===== config.mk =====
export PLATFORM = sky130hd
export DESIGN_NAME = dma_bus_arbiter
export DESIGN_NICKNAME = d
export VERILOG_FILES = /design/src/rtl/dma_bus_arbiter.sv
export SDC_FILE = /design/constraint.sdc
export NUM_CORES = 1
export LEC_CHECK = 0
export ABC_AREA = 0
export ABC_CLOCK_PERIOD_IN_PS = 2960
export BUFFER_PORTS_ARGS = -buffer_cell sky130_fd_sc_hd__buf_4
export CELL_PAD_IN_SITES_DETAIL_PLACEMENT = 1
export CELL_PAD_IN_SITES_GLOBAL_PLACEMENT = 1
export CORE_UTILIZATION = 30
export DETAILED_ROUTE_END_ITERATION = 10
export PLACE_DENSITY = 0.67
export RECOVER_POWER = 25
export SYNTH_ARGS = -nofsm -noshare
export SYNTH_HDL_FRONTEND = slang
export SYNTH_SLANG_ARGS = --single-unit

===== constraint.sdc =====
create_clock -name clk -period 2.96 [get_ports clk]
set_input_delay 0.296 -clock clk [delete_from_list [all_inputs] [get_ports clk]]
set_output_delay 0.296 -clock clk [all_outputs]
set_load 0.05 [all_outputs]

===== src/rtl/dma_bus_arbiter.sv =====
// dma_bus_arbiter: shares the CPU bus between the CPU, the OAM DMA and DMC sample fetches.
// Halts the CPU through cpu_rdy. Sequences reads and writes on GET/PUT parity, advancing only on cpu_clk_en.
// Optional feature: define DMA_DMC_PREEMPT_EN to let a DMC fetch interrupt a running OAM DMA.
module dma_bus_arbiter #(
    parameter logic [15:0] OAM_REG_ADDR = 16'h2004,
    parameter int          OAM_COUNT    = 256
) (
    input  logic        clk,
    input  logic        rst,
    input  logic        cpu_clk_en,
    input  logic        cpu_rw,
    input  logic [15:0] cpu_addr,
    input  logic [7:0]  cpu_wdata,
    input  logic        oam_req,
    input  logic [7:0]  oam_page,
    input  logic        dmc_req,
    input  logic [15:0] dmc_addr,
    input  logic [7:0]  mem_rdata,
    output logic        cpu_rdy,
    output logic [15:0] bus_addr,
    output logic [7:0]  bus_wdata,
    output logic        bus_we,
    output logic [1:0]  bus_owner,
    output logic        dmc_ack,
    output logic [7:0]  dmc_data,
    output logic        oam_busy
);
    localparam int IW = $clog2(OAM_COUNT);

    typedef enum logic [2:0] {IDLE, HALT, ALIGN, OAM_RD, OAM_WR, DMC_RD} state_t;

    state_t          state;
    state_t          state_nxt;
    logic            parity;      // 0 = GET cycle, 1 = PUT cycle
    logic            oam_pend;
    logic [7:0]      page_q;
    logic [7:0]      oam_byte;
    logic [IW-1:0]   idx;
    logic            dmc_go;
    logic            oam_last;

    // A request still high during its own ack cycle is the old request, not a new one.
    assign dmc_go   = dmc_req & ~dmc_ack;
    // OAM_COUNT is a power of two, so the last index is all ones.
    assign oam_last = (idx == '1);
    assign oam_busy = oam_pend;

    // State register and GET/PUT parity; both advance once per CPU cycle.
    always_ff @(posedge clk or posedge rst) begin
        if (rst) begin
            state  <= IDLE;
            parity <= 1'b0;
        end else if (cpu_clk_en) begin
            state  <= state_nxt;
            parity <= ~parity;
        end
    end

    // Next-state decision; parity=1 means the following cycle is a GET.
    always_comb begin
        state_nxt = state;
        case (state)
            IDLE: begin
                // The CPU can only be halted on a read; writes keep the bus.
                if ((oam_pend | dmc_go) & cpu_rw) state_nxt = HALT;
            end
            HALT, ALIGN: begin
                if (!parity)       state_nxt = ALIGN;
                else if (dmc_go)   state_nxt = DMC_RD;
                else if (oam_pend) state_nxt = OAM_RD;
                else               state_nxt = IDLE;
            end
            OAM_RD: state_nxt = OAM_WR;
            OAM_WR: begin
`ifdef DMA_DMC_PREEMPT_EN
                if (dmc_go)         state_nxt = DMC_RD;
                else if (!oam_last) state_nxt = OAM_RD;
                else                state_nxt = IDLE;
`else
                if (!oam_last)      state_nxt = OAM_RD;
                else if (dmc_go)    state_nxt = DMC_RD;
                else                state_nxt = IDLE;
`endif
            end
            DMC_RD: state_nxt = oam_pend ? ALIGN : IDLE;
            default: state_nxt = IDLE;
        endcase
    end

    // Bus mux and CPU halt, decoded from the current state.
    always_comb begin
        cpu_rdy   = 1'b0;
        bus_addr  = cpu_addr;
        bus_wdata = cpu_wdata;
        bus_we    = 1'b0;
        bus_owner = 2'd0;
        case (state)
            IDLE: begin
                cpu_rdy = 1'b1;
                bus_we  = ~cpu_rw;
            end
            HALT, ALIGN: begin
                // Dummy read of the CPU address while waiting for a GET slot.
                bus_owner = oam_pend ? 2'd1 : 2'd2;
            end
            OAM_RD: begin
                bus_owner = 2'd1;
                bus_addr  = {page_q, 8'(idx)};
            end
            OAM_WR: begin
                bus_owner = 2'd1;
                bus_addr  = OAM_REG_ADDR;
                bus_wdata = oam_byte;
                bus_we    = 1'b1;
            end
            DMC_RD: begin
                bus_owner = 2'd2;
                bus_addr  = dmc_addr;
            end
            default: begin
                cpu_rdy = 1'b1;
            end
        endcase
    end

    // OAM request latch, byte index and the byte carried from read to write.
    always_ff @(posedge clk or posedge rst) begin
        if (rst) begin
            oam_pend <= 1'b0;
            page_q   <= 8'd0;
            oam_byte <= 8'd0;
            idx      <= '0;
        end else if (cpu_clk_en) begin
            if (state == OAM_RD) oam_byte <= mem_rdata;
            if (state == OAM_WR) begin
                idx <= idx + 1'b1;
                if (oam_last) oam_pend <= 1'b0;
            end else if (oam_req && !oam_pend) begin
                // A second request while busy is dropped without touching the page.
                oam_pend <= 1'b1;
                page_q   <= oam_page;
            end
        end
    end

    // DMC fetch result: data captured at the end of DMC_RD, ack for the following cycle.
    always_ff @(posedge clk or posedge rst) begin
        if (rst) begin
            dmc_ack  <= 1'b0;
            dmc_data <= 8'd0;
        end else if (cpu_clk_en) begin
            dmc_ack <= (state == DMC_RD);
            if (state == DMC_RD) dmc_data <= mem_rdata;
        end
    end
endmodule


==> results.cfg, run 1 <==
[synthesis]
netlist_instances = 227
avgSynthCellArea_sq_um = 10.3
ys_types = 50
ys_async_sr_fraction_pct = 100
synthFlopType = dfrtp_1
yosys_warnings = 0
synth-seq-cells = 38
syn_nets = 290
syn_area_sq_um = 2330
synth_edf_count = 0
ys_seq_area_share_pct = 40.8

[setup_path]
crit_fanout = 19
cp_top_family = flip-flops
critPathMaxStageDelay_ns = 0.70
cp-start-kind = register
cp_num_buf_inv = 1
cp-end-kind = output pin
worstPathArrival_ns = 2.27
critical_path_class = reg2out
crit_chain = nor3b_4, mux2_2, buf_4
cp_slowest_cell = dfrtp_1
crit_required_ns = 2.66

[placed_design]
gp_congestion = 0.757
dp.final_hpwl_mm = 5.34
dp_slack_ns = 0.710
port_buffers = 99

[global_routing]
globalRoute.busiestLayer = met2
antenna_found_initial = 0
overflow = 0
use_met1_pct = 23.9
grt_usage_pct = 18.0
use_met2_pct = 29.8
grtUsageMet3_pct = 3.98
grt_pass1_wl_mm = 11.8
grt_pass1_vias = 2242
grt_start_max_net_pins = 30

[floorplan]
placementRows = 31
initial_core_util_pct = 31.6
core_sq_um = 7370
chipHeight_microns = 90.1
dieArea_sq_um = 8120
die_w_microns = 90.1
ios = 100

[cts]
clock_latency_ns = 0.29
cts_tree = done
cts.sinks = 38
cts_hold_buf = 0
cts_resized = 0
cts_htree_levels = 2
clk_pin_slew_ns = 0.08
cts_buffers = 5
post_cts_buffers = 0
clockRootBuffer = clkbuf_8
cts_buffer_depth = 2

[route]
wl_per_cell_microns = 16.9
wirelength_mm = 7.10
vias = 2167
drc = 0
drtIter0Drc = 66
drt_pass1_iterations = 4
vias_per_cell = 5.17
drtAntennaViolNets = 0

[run]
max_cap_viol_count = 0

[final_layout]
n_fill_cell = 857
final_cell_mix = 103 x buf_4, 38 x dfrtp_1, 34 x nand2_1
drive_above_1_share_pct = 46.9
syn2layout_area_growth_pct = 38.5
fin_util_pct = 43.8
final_common_cell = buf_4
antennaDiodeCount = 0
fin_nets = 382

[sta]
worst_pin_slew_ns = 1.16
setup_viol = 0
rsz0062_at_grt = no
setup_tns_ns = 0
relSlewSlack_pct = 23.0
fin_crit_ns = 2.57
fmax_mhz = 390
slew_viol_final = 0
skew_ns = 0.0100
layout_setup_ws_ns = 0.393
holdWs_ns = 0.140
finalHoldViolations = 0
fin_crit_sh_pct = 86.7

[min_path]
hold_class = in2async

[pwr]
cellLeakagePower_uw = 0.00151
power_density_nw_per_um2 = 995
total_power_uw = 3210
vdd_drop_max_mv = 0.426

[outcome]
outcome = complete, no violations
-- power by group --
| part | switching (uW) | internal (uW) | total [uW] | leakage [uW] |
|---|---|---|---|---|
| registers | 210 | 704 | 914 | 0.000484 |
| logic | 1210 | 735 | 1940 | 0.000979 |
| clock network | 185 | 166 | 351 | 0.0000452 |
| total | 1600 | 1610 | 3210 | 0.00151 |
-- worst register-to-register path, stage by stage (launching register included) --
cell,delay (ns)
dfrtp_1,0.72
and2_1,0.63
nand3_2,0.37
mux2_2,0.37
-- routing by layer --
| metal | wire length, microns | share of wire (%) |
|---|---|---|
| met1 | 3250 | 46 |
| met2 | 3470 | 49 |
| met3 | 330 | 4.6 |
| met4 | 55 | 0.77 |
| met5 | 0 | 0 |
-- sequential cells by signal (all words and copies together) (netlist names) --
| signal | count |
|---|---|
| parity | 1 |
| dmc_ack | 1 |
| idx | 8 |
| dmc_data | 8 |
| page_q | 8 |
| oam_busy | 1 |
| state | 3 |
| oam_byte | 8 |
-- kinds of logic after synthesis --
family	count (synthesis)	share of synthesized area [%]
compound gates	54	16.8
mux	34	17.7
xor+xnor	8	3.01
buf+inv	25	5.05
flops	38	40.8
fa+ha+maj	2	0.967
simple gates	66	15.7
-- area by class of cell --
| cell class | count | area [sq um] | area share [%] |
|---|---|---|---|
| multi-input cells | 164 | 1260 | 39.1 |
| flip-flops and latches | 38 | 951 | 29.5 |
| repair buffers | 105 | 785 | 24.3 |
| well taps | 99 | 124 | 3.84 |
| clock buffers | 6 | 72.6 | 2.25 |
| inverters | 5 | 18.8 | 0.582 |
| clock inverters | 2 | 13.8 | 0.427 |
-- synthesized netlist by cell type (all sizes together) (2+ instances only) --
| cell type | n | area [sq um] |
|---|---|---|
| nand2b | 4 | 25.0 |
| mux2 | 33 | 402 |
| a211oi | 2 | 15.0 |
| a31oi | 15 | 93.8 |
| dfrtp | 38 | 951 |
| nand4 | 4 | 25.0 |
| a21o | 4 | 30.0 |
| nor2 | 3 | 11.3 |
| xnor2 | 5 | 43.8 |
| nand2 | 34 | 128 |
| nand3 | 3 | 25.0 |
| buf | 13 | 71.3 |
| o221ai | 2 | 17.5 |
| and3 | 3 | 18.8 |
| clkbuf | 7 | 27.5 |
| o21ai | 4 | 20.0 |
| a21oi | 4 | 20.0 |
| nor2b | 3 | 18.8 |
| o22ai | 3 | 18.8 |
| nor3 | 3 | 26.3 |
| inv | 4 | 15.0 |
| a221oi | 14 | 123 |
| xor2 | 3 | 26.3 |
-- final timing paths --
path / start / to / slack (ns) / cells past startpoint
worst max-delay path: state[2] / bus_wdata[0] / 0.39 / 3
worst min-delay path: rst / oam_byte[3] / 0.14 / 2
worst min register to register: idx[7] / idx[7] / 0.50 / 1
worst max register to register: state[0] / dmc_data[0] / 0.76 / 3
min in group clk: oam_page[3] / page_q[3] / 0.24 / 2
max in group asynchronous: rst / parity / 1.32 / 3
-- per-stage QoR --
step,instance area (sq um),std cells
global placement,3140,411
CTS,3230,419
global route,3220,419
finish,3220,419
detailed placement,3140,411
floorplan,2330,227
(Power assumes the default switching activity.)
==> run 2, diff against run 1 <==
- CTS_BUF_LIST: not set -> sky130_fd_sc_hd__clkbuf_4 sky130_fd_sc_hd__clkbuf_8
- PLACE_DENSITY: 0.67 -> 0.72
==> run 2 against run 1 <==
The run now ends with max-capacitance violations, max-slew violations left; die area unchanged; register-to-register slack is essentially flat; flip-flop and latch count is the same; clock skew fell by 0.0054 ns; worst setup slack got worse by 0.0024 ns; power is 3.2% higher; sequential share of layout area down 0.17 points; first-iteration DRC count rose by 76%; routed wire length grew 0.23%; clock power grew 30%; combinational power hardly changed; non-clock buffer count decreased by 1; largest cell class unchanged.
==> results.cfg, run 2 (synthesis gave the netlist of run 1 again) <==
[floorplan]
core_sq_um = 7370
dieArea_sq_um = 8120
initial_core_util_pct = 31.6
die_w_microns = 90.1
ios = 100
placementRows = 31
chipHeight_microns = 90.1

[sta]
slew_viol_final = 39
layout_setup_ws_ns = 0.391
finalHoldViolations = 0
worst_pin_slew_ns = 2.10
setup_viol = 0
setup_tns_ns = 0
rsz0062_at_grt = no
relSlewSlack_pct = -40.1
fmax_mhz = 389
fin_crit_ns = 2.57
skew_ns = 0.00466
fin_crit_sh_pct = 86.8

[setup_path]
rr_startpoint = state[0]
critical_path_class = reg2out
r2r-end = dmc_data[4]
crit_required_ns = 2.66
rr_worst_depth = 3
cp-start-kind = register
cp-end-kind = output pin
crit_fanout = 18
worstPathArrival_ns = 2.27
regToRegSetupSlack_ns = 0.76

[cts]
cts_hold_buf = 0
clock_latency_ns = 0.29
cts_tree = done
clockRootBuffer = clkbuf_8
cts_htree_levels = 2
post_cts_buffers = 0
clk_pin_slew_ns = 0.07
cts.sinks = 38
cts_buffers = 5
cts_buffer_depth = 2
cts_resized = 0

[final_layout]
fin_nets = 381
antennaDiodeCount = 0
design_area_sq_um = 3240
final_cell_mix = 102 x buf_4, 38 x dfrtp_1, 34 x nand2_1
drive_above_1_share_pct = 46.9
syn2layout_area_growth_pct = 39.3
final_common_cell = buf_4
fin_util_pct = 44.0
stdcell_count = 417

[min_path]
hold_end = page_q[0]
hold_class = in2reg
worstHoldStart = oam_page[0]
holdPathStages = 2

[pwr]
power_density_nw_per_um2 = 1020
power_frac_comb_pct = 59.2
vdd_drop_max_mv = 0.391
internal_power_uw = 1700
cellLeakagePower_uw = 0.00151
clockPowerShare_pct = 13.8
switching_share_pct = 48.5
seqPwrFrac_pct = 27.0
switchingPower_uw = 1610

[route]
wl_per_cell_microns = 17.1
drc = 0
wirelength_mm = 7.12
vias = 2172
drtIter0Drc = 116
drtAntennaViolNets = 0
drt_pass1_iterations = 4
vias_per_cell = 5.21

[outcome]
outcome = finished with violations
violations = max-capacitance violations, max-slew violations

[placed_design]
gp_congestion = 0.734
placed_cell_area_sq_um = 3130
dp.final_hpwl_mm = 5.20
port_buffers = 99
placed_cells = 410
dp_slack_ns = 0.709

[global_routing]
grt_start_max_net_pins = 43
grt_pass1_wl_mm = 12.0
overflow = 0
grt_usage_pct = 18.2
grt_pass1_vias = 2332
antenna_found_initial = 0

[run]
max_cap_viol_count = 1
run 2: cell types whose count changed in the layout (fill, tap and decap cells not counted), sizes merged:
cell,previous run,this run
bufinv,0,1
inv,4,3
clkinv,3,2
buf,103,102
run 2: metal layers:
layer	vias to the layer above	global-route usage, %	routed length [microns]
met5	-	0	0
met4	0	3.63	56
met3	6	4.99	352
met2	57	30.0	3420
met1	1082	24.0	3290
li1	1027	-	-
run 2: critical path: stages, from the launching register on:
cell	delay (ns)
dfrtp_1	0.71
and2_1	0.64
a221oi_1	0.16
a31oi_1	0.23
buf_4	0.24
run 2: area by class of cell:
class	count	area, sq um
Sequential cell	38	951
Tap cell	99	124
Inverter	5	18.8
Timing Repair Buffer	104	777
Clock inverter	1	30.0
Multi-Input combinational cell	164	1260
Clock buffer	6	82.6
Fill cell	854	4130
run 2: power groups by stage:
stage	Clock, uW	Combinational (uW)	Sequential (uW)
2_1_floorplan	0	1370	942
3_3_place_gp	0	1940	889
3_5_place_dp	0	1980	899
4_1_cts	464	1980	893
5_1_grt	492	2090	927
6_report	456	1960	893
run 2: worst max-delay path by stage:
stage	start	slack, ns	end
floorplan	oam_busy	0.45	bus_owner[1]
finish	state[0]	0.39	bus_addr[0]
global placement	state[0]	0.74	bus_addr[0]
global route	state[0]	0.23	bus_addr[3]
detailed placement	state[0]	0.71	bus_addr[0]
CTS	state[0]	0.40	bus_addr[0]
run 2: per-stage QoR:
| stage | total power, uW | hold WS, ns |
|---|---|---|
| after global placement | 2830 | 0.445 |
| final | 3310 | 0.228 |
| after global routing | 3510 | 0.218 |
| after CTS | 3340 | 0.141 |
| after floorplan | 2310 | 0.444 |
| after detailed placement | 2880 | 0.453 |
